<file path="src/rtl/sram_pixel_writer.sv">
// sram_pixel_writer
//   Receives pixel writes from the copy engine, clips them to the visible
//   screen, maps them to a linear framebuffer address in the back buffer and
//   queues them in a FIFO. The FIFO drains into the SRAM controller's write
//   slots.
//
//   Ports:
//     clk, reset          system clock, asynchronous active-high reset
//     program_x/y/data    pixel column, row and RGB565 colour
//     program_write       one-cycle write strobe
//     current_frame       displayed frame; writes target ~current_frame
//     program_ready       FIFO can accept a write this cycle
//     wr_slot             controller write slot available this cycle
//     wr_valid            head entry valid
//     wr_addr, wr_data    head entry {frame, y*H_PIXELS+x} and pixel
//     level               current FIFO occupancy
//     overflow            sticky: a write was dropped on a full FIFO
//     drop_count          saturating count of dropped writes
//
//   Build option: define PIXEL_TRANSPARENT_EN to discard pixels whose colour
//   equals TRANSPARENT (colour-key transparency).
module sram_pixel_writer #(
  parameter int unsigned FIFO_DEPTH  = 16,
  parameter int unsigned H_PIXELS    = 640,
  parameter int unsigned V_PIXELS    = 480,
  parameter int unsigned ADDR_W      = 20,
  parameter logic [15:0] TRANSPARENT = 16'h0000
) (
  input  logic                            clk,
  input  logic                            reset,
  input  logic [9:0]                      program_x,
  input  logic [9:0]                      program_y,
  input  logic [15:0]                     program_data,
  input  logic                            program_write,
  input  logic                            current_frame,
  output logic                            program_ready,
  input  logic                            wr_slot,
  output logic                            wr_valid,
  output logic [ADDR_W-1:0]               wr_addr,
  output logic [15:0]                     wr_data,
  output logic [$clog2(FIFO_DEPTH):0]     level,
  output logic                            overflow,
  output logic [7:0]                      drop_count
);

  localparam int unsigned PTR_W = $clog2(FIFO_DEPTH);
  localparam int unsigned LVL_W = PTR_W + 1;
  localparam int unsigned OFF_W = 19;
  localparam int unsigned ENT_W = 1 + OFF_W + 16;
  localparam logic [9:0]  X_LIM = 10'(H_PIXELS);
  localparam logic [9:0]  Y_LIM = 10'(V_PIXELS);

  logic [ENT_W-1:0] mem [FIFO_DEPTH];
  logic [PTR_W-1:0] wr_ptr;
  logic [PTR_W-1:0] rd_ptr;
  logic [OFF_W-1:0] offset;
  logic [ENT_W-1:0] entry_in;
  logic [ENT_W-1:0] head;
  logic             on_screen;
  logic             keep;
  logic             full;
  logic             wr_fire;
  logic             push;
  logic             drop;

  assign on_screen = (program_x < X_LIM) && (program_y < Y_LIM);

`ifdef PIXEL_TRANSPARENT_EN
  assign keep = on_screen && (program_data != TRANSPARENT);
`else
  logic unused_transparent;
  assign unused_transparent = ^TRANSPARENT;
  assign keep = on_screen;
`endif

  assign offset   = OFF_W'(program_y) * OFF_W'(H_PIXELS) + OFF_W'(program_x);
  assign entry_in = {~current_frame, offset, program_data};

  assign full          = (level == LVL_W'(FIFO_DEPTH));
  assign wr_valid      = (level != '0);
  assign wr_fire       = wr_valid & wr_slot;
  assign program_ready = ~full | wr_fire;
  assign push          = program_write & keep & program_ready;
  assign drop          = program_write & keep & ~program_ready;

  // Storage has no reset; outputs are masked to zero while the FIFO is empty.
  always_ff @(posedge clk) begin
    if (push) mem[wr_ptr] <= entry_in;
  end

  assign head = mem[rd_ptr];

  always_comb begin
    wr_addr = '0;
    wr_data = '0;
    if (wr_valid) begin
      wr_addr[OFF_W-1:0] = head[16 +: OFF_W];
      wr_addr[ADDR_W-1]  = head[ENT_W-1];
      wr_data            = head[15:0];
    end
  end

  always_ff @(posedge clk or posedge reset) begin
    if (reset) begin
      wr_ptr     <= '0;
      rd_ptr     <= '0;
      level      <= '0;
      overflow   <= 1'b0;
      drop_count <= '0;
    end else begin
      if (push)    wr_ptr <= wr_ptr + PTR_W'(1);
      if (wr_fire) rd_ptr <= rd_ptr + PTR_W'(1);
      case ({push, wr_fire})
        2'b10:   level <= level + LVL_W'(1);
        2'b01:   level <= level - LVL_W'(1);
        default: level <= level;
      endcase
      if (drop) begin
        overflow <= 1'b1;
        if (drop_count != 8'hFF) drop_count <= drop_count + 8'd1;
      end
    end
  end

endmodule

</file>
<file path="config.mk">
export PLATFORM = sky130hd
export DESIGN_NAME = sram_pixel_writer
export DESIGN_NICKNAME = d
export VERILOG_FILES = /design/src/rtl/sram_pixel_writer.sv
export SDC_FILE = /design/constraint.sdc
export NUM_CORES = 1
export LEC_CHECK = 0
export ABC_AREA = 1
export CORE_MARGIN = 10
export CORE_UTILIZATION = 45
export DETAILED_ROUTE_END_ITERATION = 10
export PLACE_DENSITY = 0.65
export SLEW_MARGIN = 20
export SYNTH_ARGS = -nofsm -noshare
export SYNTH_HDL_FRONTEND = slang
export SYNTH_SLANG_ARGS = --single-unit
</file>
<file path="constraint.sdc">
create_clock -name clk -period 3.8 [get_ports clk]
set_input_delay 0.76 -clock clk [delete_from_list [all_inputs] [get_ports clk]]
set_output_delay 0.76 -clock clk [all_outputs]
set_load 0.01 [all_outputs]
</file>
---- Yosys cells after proc, flatten, opt, wreduce, memory -nomap -nowiden ----
Memory sizes are Yosys's and may differ from the RTL's.
Cells that the tools add are included.
word-level totals
  bits of input ports ..................... 41
  bits in read-only memories .............. 0
  bits in registers ....................... 22
  memories kept ........................... 1
  memory bits (writable) .................. 576
  latch bits .............................. 0
memories
  memory  words  width  read ports  clocked after memory_dff  write ports  RTL line  source
  mem     16     36     1           0                         1            53        logic [ENT_W-1:0] mem [FIFO_DEPTH];
cells by class
  $lt $le $gt $ge ......................... 2
  eq/ne operators ......................... 4
  shift operators ......................... 0
  bitwise logic cells ..................... 8
  reductions and logical operators ........ 4
  add/sub/neg operators ................... 6
  multiplexer cells ....................... 5
  divide/modulo/power cells ............... 0
  multiply operators ...................... 1
operators with widths
  kind                                                          number
  two-way mux 20 bit                                            1
  adder 19 x 10 -> 19 bit                                       1
  two-way mux 16 bit                                            1
  multiplier 10 x 3 -> 12 bit (second input constant)           1
  less-than comparator 10 bit (second input constant)           1
  less-than comparator 10 x 9 -> 1 bit (second input constant)  1
  case mux 5 bit (2 select lines)                               1
  adder 4 x 1 -> 4 bit (second input constant)                  2
  adder 8 x 1 -> 8 bit (second input constant)                  1
  != test 8 bit (second input constant)                         1
  adder 5 x 1 -> 5 bit (second input constant)                  1
  == test 5 bit (second input constant)                         1
  nonzero test 5 bit                                            1
  subtractor 5 x 1 -> 5 bit (second input constant)             1
  AND 1 bit                                                     4
  NOT 1 bit                                                     3
  == test 2 x 1 -> 1 bit (second input constant)                1
  == test 2 bit (second input constant)                         1
  two-way mux 1 bit                                             2
  AND reduction 2 bit                                           1
  nonzero test 2 bit                                            1
  logical AND 1 bit                                             1
  bitwise OR 1 bit                                              1

---- Longest topological paths before layout ----
  word-level depth ........................ 6
  depth in mapped cells ................... 14
  depth with buffers taken out ............ 14

---- Worst setup path after synthesis ----
No wires, ideal clock.
  kind .................................... input to register
  start ................................... input program_x[8]
  end ..................................... memory mem[11][0] (netlist bit), enable pin
  library setup time ...................... 0.430 ns
  slack ................................... 0.258 ns
  data arrival time ....................... 3.112 ns
  stages on the path ...................... 8
  cell sequence ........................... o21a_1 > nor2_1 > nand3_1 > nor2_2 > inv_2 > nor2_4 > inv_2 > nor2_1
between the ends
  word-level cells in the longest chain between the ends .. 6
ends and longest elaborated chain
  item                                     RTL line  source
  start, declared                          31        input logic [9:0] program_x,
  less-than comparator 10 bit              66        assign on_screen = (program_x < X_LIM) && (program_y < Y_LIM);
  logical AND 1 bit                        66
  AND 1 bit (2 in a row)                   83        assign push = program_write & keep & program_ready;
  two-way mux 1 bit                        88        if (push) mem[wr_ptr] <= entry_in;
  two-way mux 1 bit (not written as such)  88
  end, declared                            53
Every way passes these cells.

---- Worst setup path in the final report ----
  start ................................... register rd_ptr[0]
  end ..................................... output wr_data[7]
between the ends
  word-level cells in the longest chain between the ends .. 2
ends and longest elaborated chain
  item                       RTL line  source
  start, declared            55        logic [PTR_W-1:0] rd_ptr;
  start signal, assigned     112       if (wr_fire) rd_ptr <= rd_ptr + PTR_W'(1);
  memory read (16 x 36 bit)  n/a
  two-way mux 16 bit         96        if (wr_valid) begin
  end, declared              40        output logic [15:0] wr_data,
Every way passes these cells.

==> load_flow_metrics.sql <==
INSERT INTO impl_metrics (metric_group, metric, value, unit) VALUES
('sta', 'slew_viol_final', '0', ''),
('cells_and_area', 'nNetsFinal', '2039', ''),
('sta', 'final_hold_viol_count', '0', ''),
('sta', 'worstMarginPinSlew', '1.00', 'ns'),
('setup_path', 'setup.worst_path.start_class', 'flip-flop', ''),
('yosys', 'synth_top_cell_by_area', 'edfxtp_1', ''),
('sta', 'final_period_minus_worst_setup_slack', '3.71', 'ns'),
('yosys', 'synth_enable_flop_cells', '576', ''),
('routing', 'route.detailed.wl_per_inst', '23.3', 'um'),
('clock_tree', 'worst_skew_pair.late_latency', '0.61', 'ns'),
('die', 'rows', '85', ''),
('routing', 'drt_drc_violations_left', '0', ''),
('placed_design', 'place_congestion', '0.811', ''),
('cells_and_area', 'seqCellArea', '17900', 'um2'),
('clock_tree', 'clk_transition_reported_paths', '0.06', 'ns'),
('sta', 'clock_skew', '0.00779', 'ns'),
('routing', 'avgViaCountPerCell', '5.92', ''),
('clock_tree', 'cts_tree', 'yes', ''),
('cells_and_area', 'nFillCells', '4418', ''),
('grt', 'globalRouteTotalUtil', '19.0', '%'),
('placed_design', 'port_buffers', '92', ''),
('clock_tree', 'cts_inserted_buffers', '59', ''),
('die', 'die-area', '64000', 'um2'),
('yosys', 'synth.top_cells.by_area', 'edfxtp_1 (71%), o21ai_0 (6.0%), nor2_1 (5.3%), o221ai_1 (4.0%), dfrtp_1 (2.3%)', ''),
('grt', 'antenna_found_initial', '0', ''),
('cells_and_area', 'antennaDiodeCount', '0', ''),
('sta', 'setup_viol', '0', ''),
('yosys', 'netlist_instances', '1849', ''),
('yosys', 'synth_nets', '1922', ''),
('sta', 'totalNegativeSetupSlack', '0', 'ns'),
('sta', 'hold_ws', '0.505', 'ns'),
('yosys', 'post-synth-top-count-cell', 'edfxtp_1', ''),
('grt', 'pin_count_of_the_biggest_net_entering_global_routing', '84', ''),
('routing', 'dr.first_iter.drc_count', '1586', ''),
('yosys', 'syn-mean-instance-area', '13.2', 'um2'),
('die', 'die_y', '253', 'um'),
('sta', 'maxSlewHeadroom', '32.9', '%'),
('grt', 'grt_pass1_wl', '93900', 'um'),
('job', 'max-cap-violations', '0', ''),
('worst_hold_path', 'hold_path.class', 'flip-flop to flip-flop', ''),
('power_and_ir_drop', 'irDropWorstVdd', '0.522', 'mV'),
('routing', 'routed-via-count', '16000', ''),
('placed_design', 'place.detailed.hpwl', '31800', 'um'),
('grt', 'grt_pass1_vias', '15600', ''),
('die', 'coreArea', '53800', 'um2'),
('cells_and_area', 'area_used_by_multi_input_combinational_logic', '5950', 'um2'),
('clock_tree', 'clk_path_buf_depth', '3', ''),
('setup_path', 'worst-setup-path-type', 'flip-flop to output pin', ''),
('setup_path', 'reg2reg_setup_slack', '0.71', 'ns'),
('power_and_ir_drop', 'power.density_cell_area', '734', 'nW/um2'),
('setup_path', 'crit_arrival', '2.95', 'ns'),
('die', 'start_util', '45.4', '%'),
('yosys', 'synth_seq_area_share', '73.0', '%'),
('die', 'fp.dieW', '253', 'um'),
('clock_tree', 'numClockSinks', '598', ''),
('routing', 'count_of_antenna_violating_nets_left_after_detailed_routing', '0', ''),
('yosys', 'synth_area', '24400', 'um2'),
('cells_and_area', 'drive_above_1_share', '10.4', '%'),
('yosys', 'synth_top_cells_by_count', 'edfxtp_1 (576), nor2_1 (348), o21ai_0 (292), o221ai_1 (112), nand3_1 (74)', ''),
('yosys', 'synth-seq-cells', '598', ''),
('yosys', 'ys.warnings.count', '0', ''),
('routing', 'drt_pass1_iterations', '7', ''),
('outcome', 'run_status', 'finished, final reports clean', ''),
('setup_path', 'crit_fanout', '56', ''),
('die', 'num_io_pins', '93', ''),
('grt', 'globalRoute.totalOverflow', '0', ''),
('setup_path', 'required', '3.04', 'ns'),
('yosys', 'share_of_synthesized_flip_flops_with_an_asynchronous_set_or_reset', '3.68', '%'),
('setup_path', 'worst_setup_path_end_kind', 'output pin', ''),
('yosys', 'yosysUniqueCellTypes', '36', ''),
('power_and_ir_drop', 'power.static_leakage', '9.60', 'nW'),
('yosys', 'synthDominantCellAreaShare', '70.8', '%'),
('yosys', 'yosys_most_used_dff', 'edfxtp_1', ''),
('clock_tree', 'cts_htree_levels', '2', ''),
('routing', 'wl', '63000', 'um'),
('sta', 'post-route-period-util', '97.7', '%'),
('sta', 'max_clock_freq', '0.269', 'GHz'),
('cells_and_area', 'area_growth', '17.8', '%'),
('cells_and_area', 'stdcell_count', '2703', ''),
('clock_tree', 'clk_root_buffer_cell', 'clkbuf_16', ''),
('placed_design', 'place.detailed.instances', '2589', '');
critical path, stage by stage (launching register included):
cell	delay, ns
dfrtp_4	0.49
buf_12	0.16
inv_16	0.13
buf_16	0.24
nor2_1	0.07
o22ai_1	0.17
nor2_1	0.06
nor2_1	0.10
o21ai_1	0.09
a21oi_2	0.21
clkdlybuf4s50_1	0.57
cell type report:
cell class                      instances  share of cell area (%)
Clock buffer                           80                    5.66
Timing Repair inverter                  1                  0.0304
Clock inverter                         22                   0.348
Multi-Input combinational cell       1078                    20.7
Sequential cell                       598                    62.0
Inverter                               53                   0.765
Timing Repair Buffer                  175                    7.46
Tap cell                              696                    3.03
power breakdown:
group | internal (mW) | total (mW) | switching, mW
clock | 2.96 | 5.28 | 2.32
sequential | 7.64 | 7.83 | 0.191
combinational | 3.03 | 8.02 | 4.99
total | 13.6 | 21.1 | 7.51
sequential cells by signal, indices dropped and copies added (netlist names):
signal / count
mem: 576
drop_count: 8
level: 5
rd_ptr: 4
wr_ptr: 4
overflow: 1
cell usage in the layout (no fill, tap or decap), drive strengths merged:
cell type / n
xor2: 17
and2: 1
o21ai: 313
clkdlybuf4s50: 79
nor2: 352
buf: 77
xnor2: 8
bufbuf: 1
clkbuf: 85
o21bai: 2
ha: 29
clkinvlp: 2
nand2: 73
nor3: 4
dlymetal6s2s: 12
nand3: 76
nand3b: 1
edfxtp: 576
o221ai: 112
fa: 3
a31oi: 1
o22ai: 32
inv: 54
o21a: 1
a21oi: 45
a21o: 1
dfrtp: 22
clkinv: 20
nand4: 7
dlygate4sd2: 1
final timing paths:
path,from,endpoint,cells past startpoint
worst max-delay path,rd_ptr[0],wr_data[7],10
worst min-delay path,overflow,overflow,1
worst max register to register,level[0],level[4],13
worst min register to register,overflow,overflow,1
max in group asynchronous,reset,rd_ptr[1],2
min in group asynchronous,reset,overflow,2
stage by stage:
stage | worst slack (ns) | total power, mW | cell area, um2 | utilization, %
floorplan | 0.258 | 12.3 | 24400 | -
global placement | -0.293 | 15.2 | 26600 | 49.5
detailed placement | -0.402 | 15.4 | 26600 | 49.5
CTS | -0.0385 | 20.9 | 28500 | 53.0
global route | -0.0182 | 22.2 | 28800 | 53.5
finish | 0.0877 | 21.1 | 28800 | 53.5
logic make-up (layout without fill, tap and decap cells):
| family | Yosys count | in the layout | synth area share [%] |
|---|---|---|---|
| buffers and inverters | 173 | 331 | 3.37 |
| adder cells (fa/ha/maj) | 32 | 32 | 1.73 |
| XOR/XNOR | 25 | 25 | 0.958 |
| AND/OR/NAND/NOR | 514 | 514 | 8.57 |
| flip-flops | 598 | 598 | 73.0 |
| AO/OA/AOI/OAI | 507 | 507 | 12.3 |
metal layers:
metal	GRT usage [%]	part of all wire (%)	vias to the layer above	wire, um
met2	31.1	48	704	30100
met1	25.6	42	8047	26400
met3	3.83	8.6	92	5410
met5	0	0	-	0
met4	4.85	1.7	0	1070
li1	-	-	7165	-
what timing repair did:
item,4_1_cts,5_1_grt
hold buffers,0,0
cloned,2,5
setup endpoints to repair,35,50
gates resized for setup,21,28
setup buffers,3,2
pin swaps,0,0
(Power assumes the default switching activity.)
==> variant (config.mk and constraints unchanged) <==
The option `PIXEL_TRANSPARENT_EN` is turned on by a define.
--- a/src/rtl/sram_pixel_writer.sv
+++ b/src/rtl/sram_pixel_writer.sv
@@ -19,6 +19,8 @@
 //
 //   Build option: define PIXEL_TRANSPARENT_EN to discard pixels whose colour
 //   equals TRANSPARENT (colour-key transparency).
+`define PIXEL_TRANSPARENT_EN
+
 module sram_pixel_writer #(
   parameter int unsigned FIFO_DEPTH  = 16,
   parameter int unsigned H_PIXELS    = 640,
Function: changed (Yosys sat finds a counterexample within 4 cycles, from zero or initial values and one cycle with reset high).
==> variant against the unedited design <==
Via count grew 0.51%; global-route usage grew 0.81 points; sequential cell count is the same; combinational power grew 2%; total power grew 3.3%; maximum frequency shrank 1.9%; first-iteration DRC count is essentially flat; cell area grew 2.4%; setup slack lost 0.073 ns; utilization grew 1.3 points; critical endpoint is now wr_data[9]; critical path type unchanged; die area grew 0.18%; area after synthesis grew 0.20%; routed wire length grew 3.2%.
==> variant: results (changes against the unedited design) <==
Min path
  – Min-delay worst type: flip-flop to flip-flop (unchanged)
  – Hold EP: overflow (unchanged)
  – WHS Path Cells: 1 (unchanged)
  – Start point of the worst min-delay path: overflow (unchanged)

Pwr
  – IR Drop Worst-Case VDD: 474 uV (was 522 uV)
  – Static Leakage: 0.00993 uW (was 0.00960 uW)

Timing
  – Actual transition at the worst max-transition pin: 0.915 ns (was 1.00 ns)
  – Worst setup skew after layout: 0.0139 ns (was 0.00779 ns)
  – Worst hold margin: 0.490 ns (was 0.505 ns)

Place
  – Routability Congestion: 0.788 (was 0.811)
  – DP Worst Slack: -0.509 ns (was -0.402 ns)
  – Half-perimeter wire length after placement: 34900 um (was 31800 um)

Synthesis
  – Post-Syn Nets: 1935 (was 1922)
  – Post-synthesis cell type count: 40 (was 36)
  – Number of enable-type register cells in the synthesized netlist: 576 (unchanged)
  – Part of the Yosys area used for sequential elements: 0.729 (was 0.730)
  – Leading cell types by total area after synthesis: edfxtp_1 71%, o21ai_0 5.7%, nor2_1 5.5%, o221ai_1 4.0%, dfrtp_1 2.2% (was edfxtp_1 71%, o21ai_0 6.0%, nor2_1 5.3%, o221ai_1 4.0%, dfrtp_1 2.3%)
  – Ranking of synthesized cells by instance count: 576 x edfxtp_1, 358 x nor2_1, 279 x o21ai_0, 112 x o221ai_1, 80 x nand2_1 (was 576 x edfxtp_1, 348 x nor2_1, 292 x o21ai_0, 112 x o221ai_1, 74 x nand3_1)

Global routing
  – Largest net degree at the start of global routing: 96 (was 84)
  – Gr usage total: 0.199 (was 0.190)
  – Global-route wire length before repair: 96800 um (was 93900 um)
  – Number of global-route vias before repair: 15905 (was 15634)
  – Initial antenna violation count: 2 (was 0)

Final layout
  – Max reg flops: 576 (unchanged)
  – Proportion of layout cells with a drive suffix above 1: 0.135 (was 0.104)
  – Number of fill cells: 4367 (was 4418)
  – Leading registers by flop count: mem x576, drop_count x8, level x5 (unchanged)
  – Net total in the final layout: 2087 (was 2039)

Status
  – Outcome: finished clean (unchanged)

Worst setup path
  – Capture point of the worst reg-to-reg path: mem[5][16] (was level[4])
  – Worst-case reg-to-reg path depth: 7 (was 13)
  – Largest fanout of any net on the critical path: 25 (was 56)
  – Arrival time at the worst endpoint: 3.03 ns (was 2.95 ns)
  – Register-to-register setup slack: 1.41 ns (was 0.71 ns)

Route
  – Vias per std cell: 5.83 (was 5.92)
  – Number of detailed-route iterations in the first pass: 5 (was 7)
  – DR iter-0 viols: 1587 (was 1586)
  – Wire length per cell after detailed routing: 23.5 um (was 23.3 um)

Clock tree
  – TritonCTS buffer count: 58 (was 59)
  – Buffer cell driving the clock tree root: clkbuf_16 (unchanged)
-- variant: area by class of cell --
cell class              count  area (um^2)  area share
inverters                  48          211     0.00718
repair buffers            211         2500      0.0849
multi-input cells        1098         6080       0.206
well taps                 696          871      0.0296
clock inverters            47          447      0.0152
diodes                      2         5.00    0.000170
flip-flops and latches    598        17900       0.606
clock buffers              62         1490      0.0505
-- variant: worst max path at each step --
stage / from / endpoint / slack (ns) / cells after the start
floorplan: program_x[8] / mem[0][0] / 0.27 / 7
global placement: program_y[1] / mem[2][33] / -0.43 / 11
detailed placement: program_y[1] / mem[3][33] / -0.51 / 11
CTS: rd_ptr[1] / wr_addr[15] / -0.03 / 8
global route: rd_ptr[0] / wr_data[15] / -0.11 / 8
finish: rd_ptr[0] / wr_data[9] / 0.01 / 7
-- variant: routing by layer --
metal,global-route usage,part of all wire,vias to the layer above
met5,0,0,-
met1,0.264,0.42,8027
li1,-,-,7283
met3,0.0362,0.078,110
met2,0.328,0.48,670
met4,0.0573,0.024,0
-- variant: worst max-delay path: stages (launching register included) --
cell	delay, ns
dfrtp_4	0.58
buf_4	0.19
bufbuf_16	0.32
o21ai_0	0.11
o221ai_1	0.21
nand3_1	0.11
a21oi_1	0.26
clkdlybuf4s50_1	0.60
-- variant: cells by family after synthesis --
kind of cell    synth area share
flops                      0.729
simple gates              0.0927
compound gates             0.122
buf+inv                   0.0306
fa+ha+maj                 0.0168
xor+xnor                 0.00925
-- variant: timing repair --
action                                  in CTS  in global routing
endpoints found under the setup margin      28                 27
buffers inserted                             2                  1
gates resized for setup                     22                 22
pin swaps                                    1                  2
cloned                                       3                  3
-- variant: power breakdown --
part / switching, uW / internal [uW]
clock: 2470 / 3380
sequential: 181 / 7630
combinational: 5050 / 3130
-- variant: per-stage QoR --
| stage | power [uW] | utilization | instance area [um^2] | cells |
|---|---|---|---|---|
| 3_3_place_gp | 15400 | 0.504 | 27100 | 2642 |
| 5_1_grt | 22900 | 0.547 | 29500 | 2761 |
| 4_1_cts | 21700 | 0.544 | 29300 | 2756 |
| 6_report | 21800 | 0.547 | 29500 | 2762 |
| 2_1_floorplan | 12300 | - | 24500 | 1863 |
| 3_5_place_dp | 15600 | 0.504 | 27100 | 2642 |
